## src/rtl/ni_pkg.sv

```systemverilog
// ni_pkg
// Shared definitions for the parametrised GPU network interface (ni_param).
// Holds:
//   - Default widths and sizes for the NI parameters.
//   - egress_route_e, which says where an incoming GPU word goes.
//   - id_to_addr / addr_to_id: arithmetic translation between a GPU ID and
//     its routing address, offset by a fixed amount. No lookup table is used.
//   - id_is_valid: checks that a GPU ID lies in [1, max_id].
//   - is_pow2: helper for the FIFO depth check at elaboration.
package ni_pkg;

  localparam int unsigned DEF_GPU_ID      = 7;
  localparam int unsigned DEF_DATA_W      = 16;
  localparam int unsigned DEF_ID_W        = 6;
  localparam int unsigned DEF_ADDR_OFFSET = 3;
  localparam int unsigned DEF_MAX_ID      = 32;
  localparam int unsigned DEF_FIFO_DEPTH  = 8;
  localparam int unsigned DEF_CNT_W       = 8;

  typedef enum logic [1:0] {
    EG_ROUTER = 2'd0,
    EG_LOOP   = 2'd1,
    EG_DROP   = 2'd2
  } egress_route_e;

  function automatic int unsigned id_to_addr(input int unsigned id,
                                             input int unsigned offset);
    return id + offset;
  endfunction

  function automatic int unsigned addr_to_id(input int unsigned addr,
                                             input int unsigned offset);
    return addr - offset;
  endfunction

  function automatic logic id_is_valid(input int unsigned id,
                                       input int unsigned max_id);
    return (id >= 1) && (id <= max_id);
  endfunction

  function automatic logic is_pow2(input int unsigned v);
    return (v >= 2) && ((v & (v - 1)) == 0);
  endfunction

endpackage

```

## src/rtl/ni_param_if.sv

```systemverilog
// ni_param_if
// Groups the four valid/ready streams of the NI into one bundle.
//   gpu_*_in     : GPU -> NI words (egress source)
//   gpu_*_out    : NI -> GPU words (ingress sink)
//   router_*_out : NI -> router words (egress sink)
//   router_*_in  : router -> NI words (ingress source)
// Modports:
//   slave  : the NI's view of the bundle.
//   master : the surrounding environment's view, which covers the GPU and
//            the router together.
interface ni_param_if #(
  parameter int unsigned DATA_W = 16
) ();

  logic [DATA_W-1:0] gpu_data_in;
  logic              gpu_valid_in;
  logic              gpu_ready_out;

  logic [DATA_W-1:0] gpu_data_out;
  logic              gpu_valid_out;
  logic              gpu_ready_in;

  logic [DATA_W-1:0] router_data_out;
  logic              router_valid_out;
  logic              router_ready_in;

  logic [DATA_W-1:0] router_data_in;
  logic              router_valid_in;
  logic              router_ready_out;

  modport slave (
    input  gpu_data_in, gpu_valid_in,
    output gpu_ready_out,
    output gpu_data_out, gpu_valid_out,
    input  gpu_ready_in,
    output router_data_out, router_valid_out,
    input  router_ready_in,
    input  router_data_in, router_valid_in,
    output router_ready_out
  );

  modport master (
    output gpu_data_in, gpu_valid_in,
    input  gpu_ready_out,
    input  gpu_data_out, gpu_valid_out,
    output gpu_ready_in,
    input  router_data_out, router_valid_out,
    output router_ready_in,
    output router_data_in, router_valid_in,
    input  router_ready_out
  );

endinterface

```

## src/rtl/ni_fifo.sv

```systemverilog
// ni_fifo
// Synchronous FIFO with a power-of-two depth. The head word is read
// combinationally, so it is visible on dout as soon as it has been written.
// Ports:
//   clk, reset : clock and asynchronous active-low reset (empties the FIFO)
//   push, din  : write request and data; ignored while full
//   pop        : read request; ignored while empty
//   dout       : current head word
//   full/empty : occupancy flags
//   count      : number of stored words, 0..DEPTH
module ni_fifo #(
  parameter int unsigned DATA_W = 16,
  parameter int unsigned DEPTH  = 8
) (
  input  logic                     clk,
  input  logic                     reset,
  input  logic                     push,
  input  logic [DATA_W-1:0]        din,
  input  logic                     pop,
  output logic [DATA_W-1:0]        dout,
  output logic                     full,
  output logic                     empty,
  output logic [$clog2(DEPTH):0]   count
);

  localparam int unsigned AW = $clog2(DEPTH);
  localparam logic [AW:0] FULL_COUNT = DEPTH[AW:0];

  logic [DATA_W-1:0] mem [DEPTH];
  logic [AW-1:0]     wr_ptr;
  logic [AW-1:0]     rd_ptr;
  logic              do_push;
  logic              do_pop;

  assign full    = (count == FULL_COUNT);
  assign empty   = (count == '0);
  assign do_push = push & ~full;
  assign do_pop  = pop & ~empty;
  assign dout    = mem[rd_ptr];

  // Storage needs no reset: the pointers and count decide what is valid.
  always_ff @(posedge clk) begin
    if (do_push) mem[wr_ptr] <= din;
  end

  // Both pointers wrap naturally because the depth is a power of two.
  always_ff @(posedge clk or negedge reset) begin
    if (!reset) begin
      wr_ptr <= '0;
      rd_ptr <= '0;
      count  <= '0;
    end else begin
      if (do_push) wr_ptr <= wr_ptr + 1'b1;
      if (do_pop)  rd_ptr <= rd_ptr + 1'b1;
      case ({do_push, do_pop})
        2'b10:   count <= count + 1'b1;
        2'b01:   count <= count - 1'b1;
        default: count <= count;
      endcase
    end
  end

endmodule

```

## src/rtl/ni_param.sv

```systemverilog
// ni_param
// Parametrised GPU network interface. It sits between one GPU port and its
// leaf router.
//
// Egress path (GPU to router):
//   - The header of each word is the destination GPU ID.
//   - Valid IDs are rewritten to their routing address, ID + ADDR_OFFSET,
//     and queued in the g2r FIFO.
//   - Invalid IDs are accepted, discarded and counted.
//
// Ingress path (router to GPU):
//   - Words addressed to this node have their header rewritten back to
//     GPU_ID and are queued in the r2g FIFO.
//   - All other words are discarded and counted.
//
// Both directions end in a registered output stage.
//
// Optional feature, selected by the macro NI_LOOPBACK_EN:
//   A GPU word addressed to GPU_ID is written straight into the r2g FIFO
//   and never reaches the router. The router keeps priority on the r2g
//   write port.
//
// Ports:
//   clk, reset  : clock and asynchronous active-low reset
//   bus         : ni_param_if.slave, carrying all four valid/ready streams
//   drop_clr    : synchronous clear of drop_count
//   drop_count  : saturating count of dropped words
module ni_param
  import ni_pkg::*;
#(
  parameter int unsigned GPU_ID      = DEF_GPU_ID,
  parameter int unsigned DATA_W      = DEF_DATA_W,
  parameter int unsigned ID_W        = DEF_ID_W,
  parameter int unsigned ADDR_OFFSET = DEF_ADDR_OFFSET,
  parameter int unsigned MAX_ID      = DEF_MAX_ID,
  parameter int unsigned FIFO_DEPTH  = DEF_FIFO_DEPTH,
  parameter int unsigned CNT_W       = DEF_CNT_W
) (
  input  logic             clk,
  input  logic             reset,
  ni_param_if.slave        bus,
  input  logic             drop_clr,
  output logic [CNT_W-1:0] drop_count
);

  localparam int unsigned PAY_W = DATA_W - ID_W;
  localparam int unsigned CW    = $clog2(FIFO_DEPTH) + 1;
  localparam logic [ID_W-1:0] OWN_ID   = ID_W'(GPU_ID);
  localparam logic [ID_W-1:0] OWN_ADDR = ID_W'(id_to_addr(GPU_ID, ADDR_OFFSET));

  // Reject configurations whose addresses would not fit in the header.
  if (MAX_ID + ADDR_OFFSET >= (1 << ID_W)) begin : g_chk_addr_overflow
    $error("ni_param: MAX_ID + ADDR_OFFSET does not fit in ID_W bits");
  end
  if (!is_pow2(FIFO_DEPTH)) begin : g_chk_depth
    $error("ni_param: FIFO_DEPTH must be a power of two and at least 2");
  end
  if (ID_W >= DATA_W) begin : g_chk_id_w
    $error("ni_param: ID_W must be narrower than DATA_W");
  end
  if (!id_is_valid(GPU_ID, MAX_ID)) begin : g_chk_gpu_id
    $error("ni_param: GPU_ID must lie in 1..MAX_ID");
  end

  logic [ID_W-1:0]   gpu_hdr;
  logic [PAY_W-1:0]  gpu_pay;
  logic [ID_W-1:0]   rtr_hdr;
  logic [PAY_W-1:0]  rtr_pay;

  egress_route_e     eg_route;
  logic              gpu_self;
  logic              gpu_ready;
  logic              rtr_ready;
  logic              gpu_fire;
  logic              rtr_fire;
  logic              rtr_match;
  logic              eg_drop;
  logic              ig_drop;
  logic              loop_push;
  logic              rtr_push;

  logic              g2r_push;
  logic              g2r_pop;
  logic [DATA_W-1:0] g2r_din;
  logic [DATA_W-1:0] g2r_dout;
  logic              g2r_full;
  logic              g2r_empty;
  logic [CW-1:0]     g2r_count_unused;

  logic              r2g_push;
  logic              r2g_pop;
  logic [DATA_W-1:0] r2g_din;
  logic [DATA_W-1:0] r2g_dout;
  logic              r2g_full;
  logic              r2g_empty;
  logic [CW-1:0]     r2g_count_unused;

  logic [DATA_W-1:0] router_data_q;
  logic              router_valid_q;
  logic [DATA_W-1:0] gpu_data_q;
  logic              gpu_valid_q;

  logic [1:0]        drop_inc;
  logic [CNT_W:0]    drop_sum;
  logic [CNT_W-1:0]  drop_q;

  assign gpu_hdr = bus.gpu_data_in[DATA_W-1 -: ID_W];
  assign gpu_pay = bus.gpu_data_in[PAY_W-1:0];
  assign rtr_hdr = bus.router_data_in[DATA_W-1 -: ID_W];
  assign rtr_pay = bus.router_data_in[PAY_W-1:0];

`ifdef NI_LOOPBACK_EN
  assign gpu_self = (gpu_hdr == OWN_ID);
`else
  assign gpu_self = 1'b0;
`endif

  // Classify the GPU word. Invalid IDs are dropped first, then a
  // self-addressed word takes the loopback path when it is enabled.
  always_comb begin
    eg_route = EG_ROUTER;
    if (!id_is_valid(32'(gpu_hdr), MAX_ID)) begin
      eg_route = EG_DROP;
    end else if (gpu_self) begin
      eg_route = EG_LOOP;
    end
  end

  // Words that will be dropped are always accepted, whatever the FIFO state.
  // Loopback words also wait while the router is writing r2g this cycle.
  always_comb begin
    gpu_ready = 1'b0;
    case (eg_route)
      EG_DROP: gpu_ready = 1'b1;
      EG_LOOP: gpu_ready = !r2g_full && !(bus.router_valid_in && rtr_ready);
      default: gpu_ready = !g2r_full;
    endcase
  end

  assign rtr_ready            = !r2g_full;
  assign bus.gpu_ready_out    = gpu_ready;
  assign bus.router_ready_out = rtr_ready;

  assign gpu_fire  = bus.gpu_valid_in & gpu_ready;
  assign rtr_fire  = bus.router_valid_in & rtr_ready;
  assign rtr_match = (rtr_hdr == OWN_ADDR);

  assign g2r_push  = gpu_fire && (eg_route == EG_ROUTER);
  assign loop_push = gpu_fire && (eg_route == EG_LOOP);
  assign eg_drop   = gpu_fire && (eg_route == EG_DROP);
  assign rtr_push  = rtr_fire & rtr_match;
  assign ig_drop   = rtr_fire & ~rtr_match;

  assign g2r_din = {ID_W'(id_to_addr(32'(gpu_hdr), ADDR_OFFSET)), gpu_pay};

  // The router and loopback never write r2g in the same cycle, because the
  // GPU is stalled then. Router words get their header rewritten; loopback
  // words already carry GPU_ID.
  assign r2g_push = rtr_push | loop_push;
  assign r2g_din  = rtr_push
                  ? {ID_W'(addr_to_id(32'(rtr_hdr), ADDR_OFFSET)), rtr_pay}
                  : bus.gpu_data_in;

  ni_fifo #(
    .DATA_W (DATA_W),
    .DEPTH  (FIFO_DEPTH)
  ) u_g2r_fifo (
    .clk   (clk),
    .reset (reset),
    .push  (g2r_push),
    .din   (g2r_din),
    .pop   (g2r_pop),
    .dout  (g2r_dout),
    .full  (g2r_full),
    .empty (g2r_empty),
    .count (g2r_count_unused)
  );

  ni_fifo #(
    .DATA_W (DATA_W),
    .DEPTH  (FIFO_DEPTH)
  ) u_r2g_fifo (
    .clk   (clk),
    .reset (reset),
    .push  (r2g_push),
    .din   (r2g_din),
    .pop   (r2g_pop),
    .dout  (r2g_dout),
    .full  (r2g_full),
    .empty (r2g_empty),
    .count (r2g_count_unused)
  );

  // An output register reloads when it is empty or its word is being taken.
  // Otherwise it holds its word stable.
  assign g2r_pop = (!router_valid_q || bus.router_ready_in) && !g2r_empty;
  assign r2g_pop = (!gpu_valid_q || bus.gpu_ready_in) && !r2g_empty;

  always_ff @(posedge clk or negedge reset) begin
    if (!reset) begin
      router_valid_q <= 1'b0;
      router_data_q  <= '0;
    end else if (!router_valid_q || bus.router_ready_in) begin
      router_valid_q <= !g2r_empty;
      if (!g2r_empty) router_data_q <= g2r_dout;
    end
  end

  always_ff @(posedge clk or negedge reset) begin
    if (!reset) begin
      gpu_valid_q <= 1'b0;
      gpu_data_q  <= '0;
    end else if (!gpu_valid_q || bus.gpu_ready_in) begin
      gpu_valid_q <= !r2g_empty;
      if (!r2g_empty) gpu_data_q <= r2g_dout;
    end
  end

  assign bus.router_data_out  = router_data_q;
  assign bus.router_valid_out = router_valid_q;
  assign bus.gpu_data_out     = gpu_data_q;
  assign bus.gpu_valid_out    = gpu_valid_q;

  // The extra sum bit catches overflow, so the count can saturate at all ones.
  assign drop_inc = {1'b0, eg_drop} + {1'b0, ig_drop};
  assign drop_sum = {1'b0, drop_q} + (CNT_W + 1)'(drop_inc);

  always_ff @(posedge clk or negedge reset) begin
    if (!reset) begin
      drop_q <= '0;
    end else if (drop_clr) begin
      drop_q <= '0;
    end else if (drop_sum[CNT_W]) begin
      drop_q <= '1;
    end else begin
      drop_q <= drop_sum[CNT_W-1:0];
    end
  end

  assign drop_count = drop_q;

endmodule

```

## src/flat_wrapper.sv

```systemverilog
// flat-port wrapper written by rule: the top's interface ports become plain ports
module ni_param_flat import ni_pkg::*;
#(
  parameter int unsigned GPU_ID      = DEF_GPU_ID,
  parameter int unsigned DATA_W      = DEF_DATA_W,
  parameter int unsigned ID_W        = DEF_ID_W,
  parameter int unsigned ADDR_OFFSET = DEF_ADDR_OFFSET,
  parameter int unsigned MAX_ID      = DEF_MAX_ID,
  parameter int unsigned FIFO_DEPTH  = DEF_FIFO_DEPTH,
  parameter int unsigned CNT_W       = DEF_CNT_W
)
  (clk, reset, drop_clr, drop_count, bus_gpu_data_in, bus_gpu_valid_in, bus_gpu_ready_out, bus_gpu_data_out, bus_gpu_valid_out, bus_gpu_ready_in, bus_router_data_out, bus_router_valid_out, bus_router_ready_in, bus_router_data_in, bus_router_valid_in, bus_router_ready_out);
  ni_param_if #(.DATA_W(DATA_W)) bus_i ();
  input  logic clk;
  input  logic reset;
  input  logic drop_clr;
  output logic [CNT_W-1:0] drop_count;
  input wire logic [$bits(bus_i.gpu_data_in)-1:0] bus_gpu_data_in;
  input wire logic [$bits(bus_i.gpu_valid_in)-1:0] bus_gpu_valid_in;
  output wire logic [$bits(bus_i.gpu_ready_out)-1:0] bus_gpu_ready_out;
  output wire logic [$bits(bus_i.gpu_data_out)-1:0] bus_gpu_data_out;
  output wire logic [$bits(bus_i.gpu_valid_out)-1:0] bus_gpu_valid_out;
  input wire logic [$bits(bus_i.gpu_ready_in)-1:0] bus_gpu_ready_in;
  output wire logic [$bits(bus_i.router_data_out)-1:0] bus_router_data_out;
  output wire logic [$bits(bus_i.router_valid_out)-1:0] bus_router_valid_out;
  input wire logic [$bits(bus_i.router_ready_in)-1:0] bus_router_ready_in;
  input wire logic [$bits(bus_i.router_data_in)-1:0] bus_router_data_in;
  input wire logic [$bits(bus_i.router_valid_in)-1:0] bus_router_valid_in;
  output wire logic [$bits(bus_i.router_ready_out)-1:0] bus_router_ready_out;
  assign bus_i.gpu_data_in = bus_gpu_data_in;
  assign bus_i.gpu_valid_in = bus_gpu_valid_in;
  assign bus_gpu_ready_out = bus_i.gpu_ready_out;
  assign bus_gpu_data_out = bus_i.gpu_data_out;
  assign bus_gpu_valid_out = bus_i.gpu_valid_out;
  assign bus_i.gpu_ready_in = bus_gpu_ready_in;
  assign bus_router_data_out = bus_i.router_data_out;
  assign bus_router_valid_out = bus_i.router_valid_out;
  assign bus_i.router_ready_in = bus_router_ready_in;
  assign bus_i.router_data_in = bus_router_data_in;
  assign bus_i.router_valid_in = bus_router_valid_in;
  assign bus_router_ready_out = bus_i.router_ready_out;
  ni_param #(.GPU_ID(GPU_ID), .DATA_W(DATA_W), .ID_W(ID_W), .ADDR_OFFSET(ADDR_OFFSET), .MAX_ID(MAX_ID), .FIFO_DEPTH(FIFO_DEPTH), .CNT_W(CNT_W)) u_core (.clk(clk), .reset(reset), .bus(bus_i), .drop_clr(drop_clr), .drop_count(drop_count));
endmodule
```

## config.mk

```make
export PLATFORM = sky130hd
export DESIGN_NAME = ni_param_flat
export DESIGN_NICKNAME = d
export VERILOG_FILES = /design/src/rtl/ni_pkg.sv /design/src/rtl/ni_param_if.sv /design/src/rtl/ni_fifo.sv /design/src/rtl/ni_param.sv /design/src/flat_wrapper.sv
export SDC_FILE = /design/constraint.sdc
export NUM_CORES = 1
export LEC_CHECK = 0
export ABC_AREA = 0
export CAP_MARGIN = 20
export CORE_MARGIN = 5
export CORE_UTILIZATION = 55
export CTS_BUF_LIST = sky130_fd_sc_hd__clkbuf_4
export DETAILED_ROUTE_END_ITERATION = 8
export GPL_TIMING_DRIVEN = 0
export MAX_ROUTING_LAYER = met4
export PLACE_DENSITY = 0.88
export SYNTH_ARGS = -nofsm -noshare
export SYNTH_HDL_FRONTEND = slang
export SYNTH_SLANG_ARGS = --single-unit
export TNS_END_PERCENT = 50
```

## constraint.sdc

```tcl
create_clock -name clk -period 2.85 [get_ports clk]
set_input_delay 0.285 -clock clk [delete_from_list [all_inputs] [get_ports clk]]
set_output_delay 0.285 -clock clk [all_outputs]
set_load 0.01 [all_outputs]
```

* Word level (Yosys, flattened, before mapping) *
Memory sizes are Yosys's and may differ from the RTL's. A register that Yosys moved wholly into a read port is not among the register bits.
Index checks and enable logic that the tools add are counted.

storage, ports and cells
  flip-flop bits (word level) = 30
  bits in writable memories = 256
  memories kept = 2

operators by class
  add/subtract/negate cells = 12
  $lt $le $gt $ge = 2
  eq/ne operators = 9
  mux-type cells = 11
  bitwise operators = 14
  reductions and logical operators = 26

memories
  memory                 words  bits a word  read ports  clocked after memory_dff  wr ports  line           RTL
  u_core.u_g2r_fifo.mem  8      16           1           1                         1         ni_fifo.sv:29  logic [DATA_W-1:0] mem [DEPTH];
  u_core.u_r2g_fifo.mem  8      16           1           1                         1         ni_fifo.sv:29

operators with widths
  operator                                                           count
  2-to-1 mux 16 bit                                                  1
  2-to-1 mux 8 bit                                                   2
  one-hot mux 4 bit (2 select lines)                                 2
  adder 3 x 1 -> 3 bit, second input constant                        4
  adder 8 x 2 -> 9 bit                                               1
  logical NOT 1 bit                                                  9
  adder 4 x 1 -> 4 bit, second input constant                        2
  AND 1 bit                                                          8
  equality test 4 bit, second input constant                         2
  logical AND 1 bit                                                  8
  logical NOT 4 bit                                                  2
  subtractor 4 x 1 -> 4 bit, second input constant                   2
  adder 6 x 2 -> 6 bit, second input constant                        1
  equality test 2 x 1 -> 1 bit, second input constant                3
  equality test 2 bit, second input constant                         3
  equality test 6 x 4 -> 1 bit, second input constant                1
  greater-or-equal comparator 6 x 1 -> 1 bit, second input constant  1
  less-or-equal comparator 6 bit, second input constant              1
  subtractor 6 x 2 -> 6 bit, second input constant                   1
  inverter 1 bit                                                     5
  2-to-1 mux 1 bit                                                   4
  AND reduction 2 bit                                                2
  nonzero test 2 bit                                                 2
  adder 1 x 1 -> 2 bit                                               1
  5 further kinds                                                    6

* Logic depth before layout (Yosys ltp) *
Gate-level depths: netlist (run 1).

  depth in word-level cells = 12
  gate-level depth with buffers = 12
  gate-level depth less buffers = 11

* Cells and area by module *
Synthesis (run 1) repeated with hierarchy kept, for this count alone.

second synthesis, totals
  cell total of the unflattened synthesis = 671
  area total of the unflattened synthesis = 13213.9 um^2

by module, submodules not included
  module    times used  cells each  area an instance (um^2)
  ni_fifo   2           253         5557.8
  ni_param  1           165         2098.3

* Worst setup path after synthesis (run 1) *
Ideal clock, no wire load.

  path kind = input to register
  start = input port bus_gpu_data_in[10]
  end = memory u_core.u_g2r_fifo.mem[0][0] (enable)
  library setup time = 0.430 ns
  arrival = 3.104 ns
  required time = 2.420 ns
  setup slack = -0.684 ns
  stages = 6
  buffers on the path = 0
  cell sequence = inv_1 -> ha_1 -> nor4b_1 -> mux2i_1 -> nand3_2 -> nor4_1

between the ends
  word-level cells in the longest chain between the ends = 10
  elaborated cells between the ends (all ways) = 13

RTL lines
  element                                                                                              line                RTL
  start, declared                                                                                      flat_wrapper.sv:18  input wire logic [$bits(bus_i.gpu_data_in)-1:0] bus_gpu_data_in;
  greater-or-equal comparator 6 x 1 -> 1 bit / less-or-equal comparator 6 bit (equally long branches)  ni_pkg.sv:38        return (id >= 1) && (id <= max_id);
  logical AND 1 bit *                                                                                  ni_pkg.sv:38
  2-to-1 mux 2 bit *                                                                                   ni_param.sv:122     if (!id_is_valid(32'(gpu_hdr), MAX_ID)) begin
  equality test 2 x 1 -> 1 bit / equality test 2 bit (equally long branches)                           ni_param.sv:133     case (eg_route)
  one-hot mux 1 bit (2 select lines)                                                                   ni_param.sv:133
  AND 1 bit                                                                                            ni_param.sv:144     assign gpu_fire = bus.gpu_valid_in & gpu_ready;
  logical AND 1 bit *                                                                                  ni_param.sv:148     assign g2r_push = gpu_fire && (eg_route == EG_ROUTER);
  AND 1 bit *                                                                                          ni_fifo.sv:37       assign do_push = push & ~full;
  2-to-1 mux 1 bit *                                                                                   ni_fifo.sv:43       if (do_push) mem[wr_ptr] <= din;
  2-to-1 mux 1 bit (not written as such) *                                                             ni_fifo.sv:43
  end, declared                                                                                        ni_fifo.sv:29

Mark *: on every way between the ends. The rest lies on a longest branch, timed or not.

* Worst setup path in the final report (run 1) *
  start = input port bus_gpu_data_in[10]
  end = memory u_core.u_g2r_fifo.mem[4][15] (enable)

The elaborated chain is that of the path after synthesis.

==> impl_metrics.ini, run 1 <==
[critical_path]
critical_path_peak_fanout = 9
worstRegToRegCells = 9
sort_of_element_at_the_end_of_the_critical_path = flip-flop
worst-r2r-setup-slack_ns = 0.17
critical_path_arrival_ns = 3.09
start_kind = input pin
crit_end = u_core.u_g2r_fifo.mem[4][15]
worstReg2RegStart = u_core.u_r2g_fifo.count[0]
critPathKind = input pin to flip-flop
critical_path_required_ns = 3.19
r2r_end = u_core.u_r2g_fifo.count[3]
critical_path.startpoint = bus_gpu_data_in[10]

[yosys]
postSynthRegisterBits = 318
syn_nets = 898
ys_dominant_reg_cell = sky130_fd_sc_hd__edfxtp_1
ys_async_sr_fraction_pct = 19.5
mean_area_per_synthesized_cell_sq_um = 15.4
seq_area_frac_synth_pct = 71.4
synth.top_cells.by_area = sky130_fd_sc_hd__edfxtp_1 (59%), sky130_fd_sc_hd__dfrtp_1 (12%), sky130_fd_sc_hd__mux2i_1 (10%), sky130_fd_sc_hd__a22oi_1 (3.7%), sky130_fd_sc_hd__nand2_1 (2.6%)
most_common_cell_in_the_netlist = sky130_fd_sc_hd__edfxtp_1
synth_enable_flop_cells = 256
synth.distinct_cells = 46
yosysTopAreaCell = sky130_fd_sc_hd__edfxtp_1
post_synth_most_frequent_cells = sky130_fd_sc_hd__edfxtp_1 (256), sky130_fd_sc_hd__mux2i_1 (131), sky130_fd_sc_hd__nand2_1 (90), sky130_fd_sc_hd__a22oi_1 (64), sky130_fd_sc_hd__dfrtp_1 (62)
synth_top_area_share_pct = 59.4
postSynthCellCount = 842
netlist_area_sq_mm = 0.0129
yosysWarnings = 0

[power_and_ir_drop]
vdd.ir_drop.worst_uv = 435
pwr-share-comb_pct = 31.1
internal_power_component_mw = 9.54
leakage_power_of_the_design_nw = 5.90
net_switching_power_mw = 4.66
cellPowerDensity_mw_per_mm2 = 913
p_sw_share_pct = 32.8
clkPwrFrac_pct = 27.0
power_frac_seq_pct = 42.0

[drt]
antenna_left = 0
remaining_drc_errors = 0
detailedRoute.firstIterationViolations = 685
vias = 8069
drt-vias-per-instance = 5.76
firstDrtPassIters = 7
routed_wire_length_per_instance_um = 21.1
routed_wl_mm = 29.6

[timing]
final.setup_skew_ns = 0.0410
fin_hold_ws_ns = 0.236
maxClockFrequency_mhz = 364
finalSetupViolCount = 0
tightestPinTransition_ns = 1.07
post-route-worst-setup-slack_ns = 0.0995
timing.max_slew.rel_slack_pct = 28.9
fin_setup_tns_ns = 0
period_minus_slack_ns = 2.75
final_min_period_over_clock_period_pct = 96.5
finalMaxSlewViolations = 0
hold_violations = 0

[floorplan]
top_level_ports = 83
rows = 56
die_area_sq_mm = 0.0267
die_height_um = 163
placeableCoreArea_sq_mm = 0.0233
initial_core_util_pct = 55.5
chip_width_um = 163

[grt]
antenna_found_initial = 1
grt_usage_pct = 23.1
grt_start_max_net_pins = 63
grt_pass1_vias = 8435
grt_pass1_wl_mm = 45.6
grt.overflow.total = 0

[run]
drv.max_cap_violation_count = 0

[final_layout]
seq_area_sq_mm = 0.00924
layout.nets = 1076
final-instance-count-excl-fill = 1400
final_cell_area_sq_mm = 0.0156
layout.filler_cells = 1552
multi_input_area_sq_mm = 0.00359
layout-area-overhead-vs-synth_pct = 20.2
drive_gt1_share_pct = 19.4

[place]
pre_cts_slack_ns = -0.926
place_area_sq_mm = 0.0144
port_buffers = 81
gp_congestion = 0.790
detailed_place_hpwl_mm = 19.0
dp_cells = 1256

[clock_network]
clock_sink_count = 318
clk_transition_reported_paths_ns = 0.07
cts_max_path_buffers = 3
clock_tree.root_cell = sky130_fd_sc_hd__clkbuf_4
tritoncts = done
cts-buffers-inserted = 79
h_tree_lvl_count = 3
insertion_delay_ns = 0.67

[worst_hold_path]
hp-class = input pin to flip-flop

[run_status]
run_status = finished, final reports clean
[metrics by stage]
step / total power, mW / util, %
floorplan: 8.72 / -
global placement: 10.1 / 60.7
detailed placement: 10.4 / 61.8
CTS: 14.2 / 66.5
global route: 15.0 / 66.7
finish: 14.2 / 66.7
[what timing repair did]
item | in CTS | in global routing
resized for setup | 10 | 10
hold buffers | 2 | 0
endpoints found under the setup margin | 43 | 45
endpoints found under the hold margin | 70 | 0
buffers inserted | 1 | 1
pin swaps | 1 | 1
[state kept, by name, summed over array words and instances (netlist names)]
name                         cells
u_core.u_g2r_fifo.rd_ptr         3
u_core.u_r2g_fifo.rd_ptr         3
u_core.bus.router_data_out      16
u_core.bus.router_valid_out      1
u_core.bus.gpu_data_out         16
u_core.bus.gpu_valid_out         1
u_core.u_r2g_fifo.wr_ptr         3
u_core.u_g2r_fifo.count          4
u_core.u_g2r_fifo.mem          128
u_core.u_g2r_fifo.wr_ptr         3
u_core.u_r2g_fifo.mem          128
u_core.u_r2g_fifo.count          4
u_core.drop_count                8
[cell families (layout without fill, tap and decap cells)]
family | Yosys count | after routing | synth area share, %
adders and majority gates | 17 | 17 | 1.82
xor gates and xnor gates | 21 | 21 | 1.42
other | 0 | 2 | 0
buffers and inverters | 62 | 299 | 2.19
and+or+nand+nor | 188 | 188 | 6.96
AOI/OAI and AO/OA | 93 | 93 | 5.06
muxes | 143 | 143 | 11.2
DFF | 318 | 318 | 71.4
[layer usage]
layer	vias to the layer above	GRT usage [%]	share of wire, %
met5	-	-	0
met4	0	8.39	1.8
met3	50	4.79	8.9
met2	446	36.3	49
met1	3975	30.1	40
li1	3598	-	-
[power groups by stage]
| stage | logic [mW] | clock network, mW | registers, mW |
|---|---|---|---|
| finish | 4.42 | 3.83 | 5.96 |
| global route | 4.77 | 4.17 | 6.03 |
| CTS | 4.41 | 3.89 | 5.95 |
| detailed placement | 4.33 | 0 | 6.02 |
| global placement | 4.09 | 0 | 5.99 |
| floorplan | 2.65 | 0 | 6.07 |
[cells in the final DEF (no fill, tap or decap), types with 8 or more instances in the layout]
cell type	n
sky130_fd_sc_hd__edfxtp_1	256
sky130_fd_sc_hd__mux2i_1	130
sky130_fd_sc_hd__clkbuf_4	117
sky130_fd_sc_hd__nand2_1	90
sky130_fd_sc_hd__clkdlybuf4s50_1	79
sky130_fd_sc_hd__a22oi_1	64
sky130_fd_sc_hd__dfrtp_1	61
sky130_fd_sc_hd__nand3_1	35
sky130_fd_sc_hd__inv_1	19
sky130_fd_sc_hd__xnor2_1	16
sky130_fd_sc_hd__buf_2	16
sky130_fd_sc_hd__clkbuf_1	15
sky130_fd_sc_hd__clkinv_1	14
sky130_fd_sc_hd__ha_1	12
sky130_fd_sc_hd__buf_6	10
sky130_fd_sc_hd__a21oi_1	9
sky130_fd_sc_hd__o21ai_0	9
sky130_fd_sc_hd__mux2_2	9
sky130_fd_sc_hd__nor3_2	8
[layout make-up]
| cell class | instances | area share [%] |
|---|---|---|
| Inverter | 22 | 0.531 |
| Antenna cell | 2 | 0.0322 |
| Multi-Input combinational cell | 462 | 23.1 |
| Clock buffer | 117 | 5.64 |
| Clock inverter | 23 | 0.933 |
| Buffer | 38 | 1.26 |
| Timing Repair Buffer | 99 | 6.59 |
| Tap cell | 319 | 2.57 |
| Sequential cell | 318 | 59.4 |
[critical path, cell delays in order]
cell,delay [ns]
sky130_fd_sc_hd__clkdlybuf4s50_1,0.51
sky130_fd_sc_hd__inv_2,0.10
sky130_fd_sc_hd__ha_1,0.21
sky130_fd_sc_hd__nor4b_4,0.29
sky130_fd_sc_hd__mux2i_4,0.35
sky130_fd_sc_hd__nand4_1,0.31
sky130_fd_sc_hd__nor3_2,0.78
sky130_fd_sc_hd__buf_8,0.25
[worst min path at each step]
stage | startpoint | end | slack [ns] | cells past startpoint
2_1_floorplan | reset | u_core.bus.gpu_data_out[0] | -0.01 | 0
3_3_place_gp | u_core.bus.router_data_out[3] | u_core.bus.router_data_out[3] | 0.46 | 2
3_5_place_dp | reset | u_core.bus.router_data_out[3] | 0.46 | 1
4_1_cts | bus_gpu_ready_in | u_core.bus.gpu_valid_out | 0.20 | 4
5_1_grt | bus_gpu_ready_in | u_core.bus.gpu_valid_out | 0.22 | 4
6_report | bus_gpu_ready_in | u_core.bus.gpu_valid_out | 0.24 | 4
(Power assumes the default switching activity.)
==> inputs of run 2 (changes only) <==
--- a/config.mk
+++ b/config.mk
@@ -10,10 +10,12 @@
 export CORE_MARGIN = 5
 export CORE_UTILIZATION = 55
 export CTS_BUF_LIST = sky130_fd_sc_hd__clkbuf_4
+export CTS_CLUSTER_DIAMETER = 150
 export DETAILED_ROUTE_END_ITERATION = 8
 export GPL_TIMING_DRIVEN = 0
 export MAX_ROUTING_LAYER = met4
 export PLACE_DENSITY = 0.88
+export SKIP_LAST_GASP = 1
 export SYNTH_ARGS = -nofsm -noshare
 export SYNTH_HDL_FRONTEND = slang
 export SYNTH_SLANG_ARGS = --single-unit
==> constraint.sdc (replaced) <==
create_clock -name clk -period 2.85 [get_ports clk]
set_input_delay 0.855 -clock clk [delete_from_list [all_inputs] [get_ports clk]]
set_output_delay 0.855 -clock clk [all_outputs]
set_load 0.01 [all_outputs]
==> run 2 against run 1 <==
Effect of this change:
- the run now ends with setup timing left
- die area is the same
- worst hold slack gained 0.044 ns
- non-clock buffer count grew 2
- sequential share of layout area shrank 0.55 points
- utilization grew 0.63 points
- first-iteration DRC count grew 6.1%
==> impl_metrics.ini, run 2 (synthesis results as in run 1) <==
[clock_network]
cts-buffers-inserted = 77
clock_sink_count = 318
insertion_delay_ns = 0.70
hold_buffers = 0
clk_transition_reported_paths_ns = 0.06
tritoncts = done
h_tree_lvl_count = 3
clock_tree.root_cell = sky130_fd_sc_hd__clkbuf_4
cts_max_path_buffers = 3

[critical_path]
critPathBufInv = 5
kind_of_cell_with_the_highest_combined_delay_on_the_critical_path = buffers and inverters
cp_slowest_stage_delay_ns = 0.71
critical-path-top-cell-by-count = sky130_fd_sc_hd__buf_6
critical_path_required_ns = 3.22
sort_of_element_at_the_end_of_the_critical_path = flip-flop
critical_path_arrival_ns = 3.28
start_kind = input pin
worst_path_max_delay_cell = sky130_fd_sc_hd__nor3_2
critical_path_peak_fanout = 10
timing.critical_path.cells = clkdlybuf4s50_1, inv_1, ha_1, nor4b_4, nand4_2, buf_6, buf_8, nor3_2, buf_6
critPathKind = input pin to flip-flop
worstReg2RegStart = u_core.u_r2g_fifo.count[0]
critical_path.startpoint = bus_router_data_in[10]

[place]
port_buffers = 81
gp_congestion = 0.770
dp_cells = 1249
pre_cts_slack_ns = -1.32
detailed_place_hpwl_mm = 18.5

[final_layout]
final_common_cell = sky130_fd_sc_hd__edfxtp_1
final-instance-count-excl-fill = 1404
drive_gt1_share_pct = 21.6
layout.filler_cells = 1541
final_util_pct = 67.3
layout.nets = 1076
most-common-layout-cells = sky130_fd_sc_hd__edfxtp_1 (256), sky130_fd_sc_hd__mux2i_1 (130), sky130_fd_sc_hd__clkbuf_4 (124), sky130_fd_sc_hd__nand2_1 (90), sky130_fd_sc_hd__clkdlybuf4s50_1 (72)
biggest_regs = u_core.u_g2r_fifo.mem (128), u_core.u_r2g_fifo.mem (128)
layout-area-overhead-vs-synth_pct = 21.3

[timing]
finalMaxSlewViolations = 0
maxClockFrequency_mhz = 344
timing.max_slew.rel_slack_pct = 32.8
setup_repair_after_global_routing_missed_its_margin = true
post-route-worst-setup-slack_ns = -0.0599
finalSetupViolCount = 17
period_minus_slack_ns = 2.91
final.setup_skew_ns = 0.0312
final_min_period_over_clock_period_pct = 102
hold_violations = 0
tightestPinTransition_ns = 1.00

[floorplan]
placeableCoreArea_sq_mm = 0.0233
die_area_sq_mm = 0.0267
top_level_ports = 83
rows = 56
die_height_um = 163
initial_core_util_pct = 55.5
chip_width_um = 163

[power_and_ir_drop]
cellPowerDensity_mw_per_mm2 = 912
internal_power_component_mw = 9.56
net_switching_power_mw = 4.76
power_frac_seq_pct = 41.9
pwr-share-comb_pct = 31.2
vdd.ir_drop.worst_uv = 490
leakage_power_of_the_design_nw = 5.95
clkPwrFrac_pct = 26.9
p_sw_share_pct = 33.3

[drt]
firstDrtPassIters = 5
remaining_drc_errors = 0
detailedRoute.firstIterationViolations = 727
routed_wire_length_per_instance_um = 21.3
vias = 8069
antenna_left = 0
routed_wl_mm = 29.8
drt-vias-per-instance = 5.75

[grt]
grt_pass1_vias = 8400
grt_pass1_wl_mm = 45.6
grt_usage_pct = 23.1
grt.overflow.total = 0
antenna_found_initial = 1
grt_start_max_net_pins = 63

[run_status]
failed_checks = setup timing
run_status = finished with violations

[run]
drv.max_cap_violation_count = 0

[worst_hold_path]
hp-class = input pin to asynchronous set/reset pin
-- run 2: cell type report --
| class | count | area, sq um | share of cell area, % |
|---|---|---|---|
| inverter | 22 | 88.8 | 0.566 |
| tap | 319 | 399 | 2.54 |
| sequential | 318 | 9240 | 58.8 |
| multi-input combinational | 462 | 3720 | 23.7 |
| timing repair buffer | 100 | 1010 | 6.44 |
| clock inverter | 20 | 115 | 0.733 |
| buffer | 39 | 201 | 1.28 |
| clock buffer | 123 | 923 | 5.88 |
| antenna | 1 | 2.50 | 0.0159 |
-- run 2: final timing paths --
check / slack, ns / end / cells after the start
worst min-delay path: 0.28 / u_core.bus.router_data_out[2] / 1
max in group asynchronous: 1.95 / u_core.u_r2g_fifo.count[0] / 1
worst max-delay path: -0.06 / u_core.u_r2g_fifo.mem[1][13] / 9
min in group clk: 0.47 / u_core.bus.router_data_out[0] / 2
worst min register to register: 0.47 / u_core.bus.router_data_out[0] / 2
worst max register to register: 0.06 / u_core.u_r2g_fifo.count[3] / 11
-- run 2: timing repair --
action                                  4_1_cts  5_1_grt
endpoints found under the setup margin      182      189
pin swaps                                     3        2
buffers inserted                              7        5
gates resized for setup                      19       41
-- run 2: metal layers --
metal  global-route usage (%)  wire length [um]  share of wire (%)
met1                     30.3             12400                 42
met2                     36.3             14600                 49
met3                     4.82              2320                7.8
met4                     7.97               514                1.7
met5                        -                 0                  0
-- run 2: power by group through the flow --
stage,combinational (mW),clock (mW),sequential [mW]
6_report,4.47,3.85,6.00
5_1_grt,4.86,4.16,6.06
4_1_cts,4.40,3.90,5.97
3_5_place_dp,4.34,0,6.06
3_3_place_gp,4.16,0,6.02
2_1_floorplan,2.71,0,6.10
-- run 2: per-stage QoR --
stage	hold WS [ns]	setup TNS, ns	power [mW]	area, sq um
6_report	0.280	-0.618	14.3	15700
5_1_grt	0.317	-3.20	15.1	15700
4_1_cts	0.281	-6.70	14.3	15600
3_5_place_dp	0.462	-255.49	10.4	14400
3_3_place_gp	0.457	-432.50	10.2	14300
2_1_floorplan	0.492	-44.22	8.81	13100
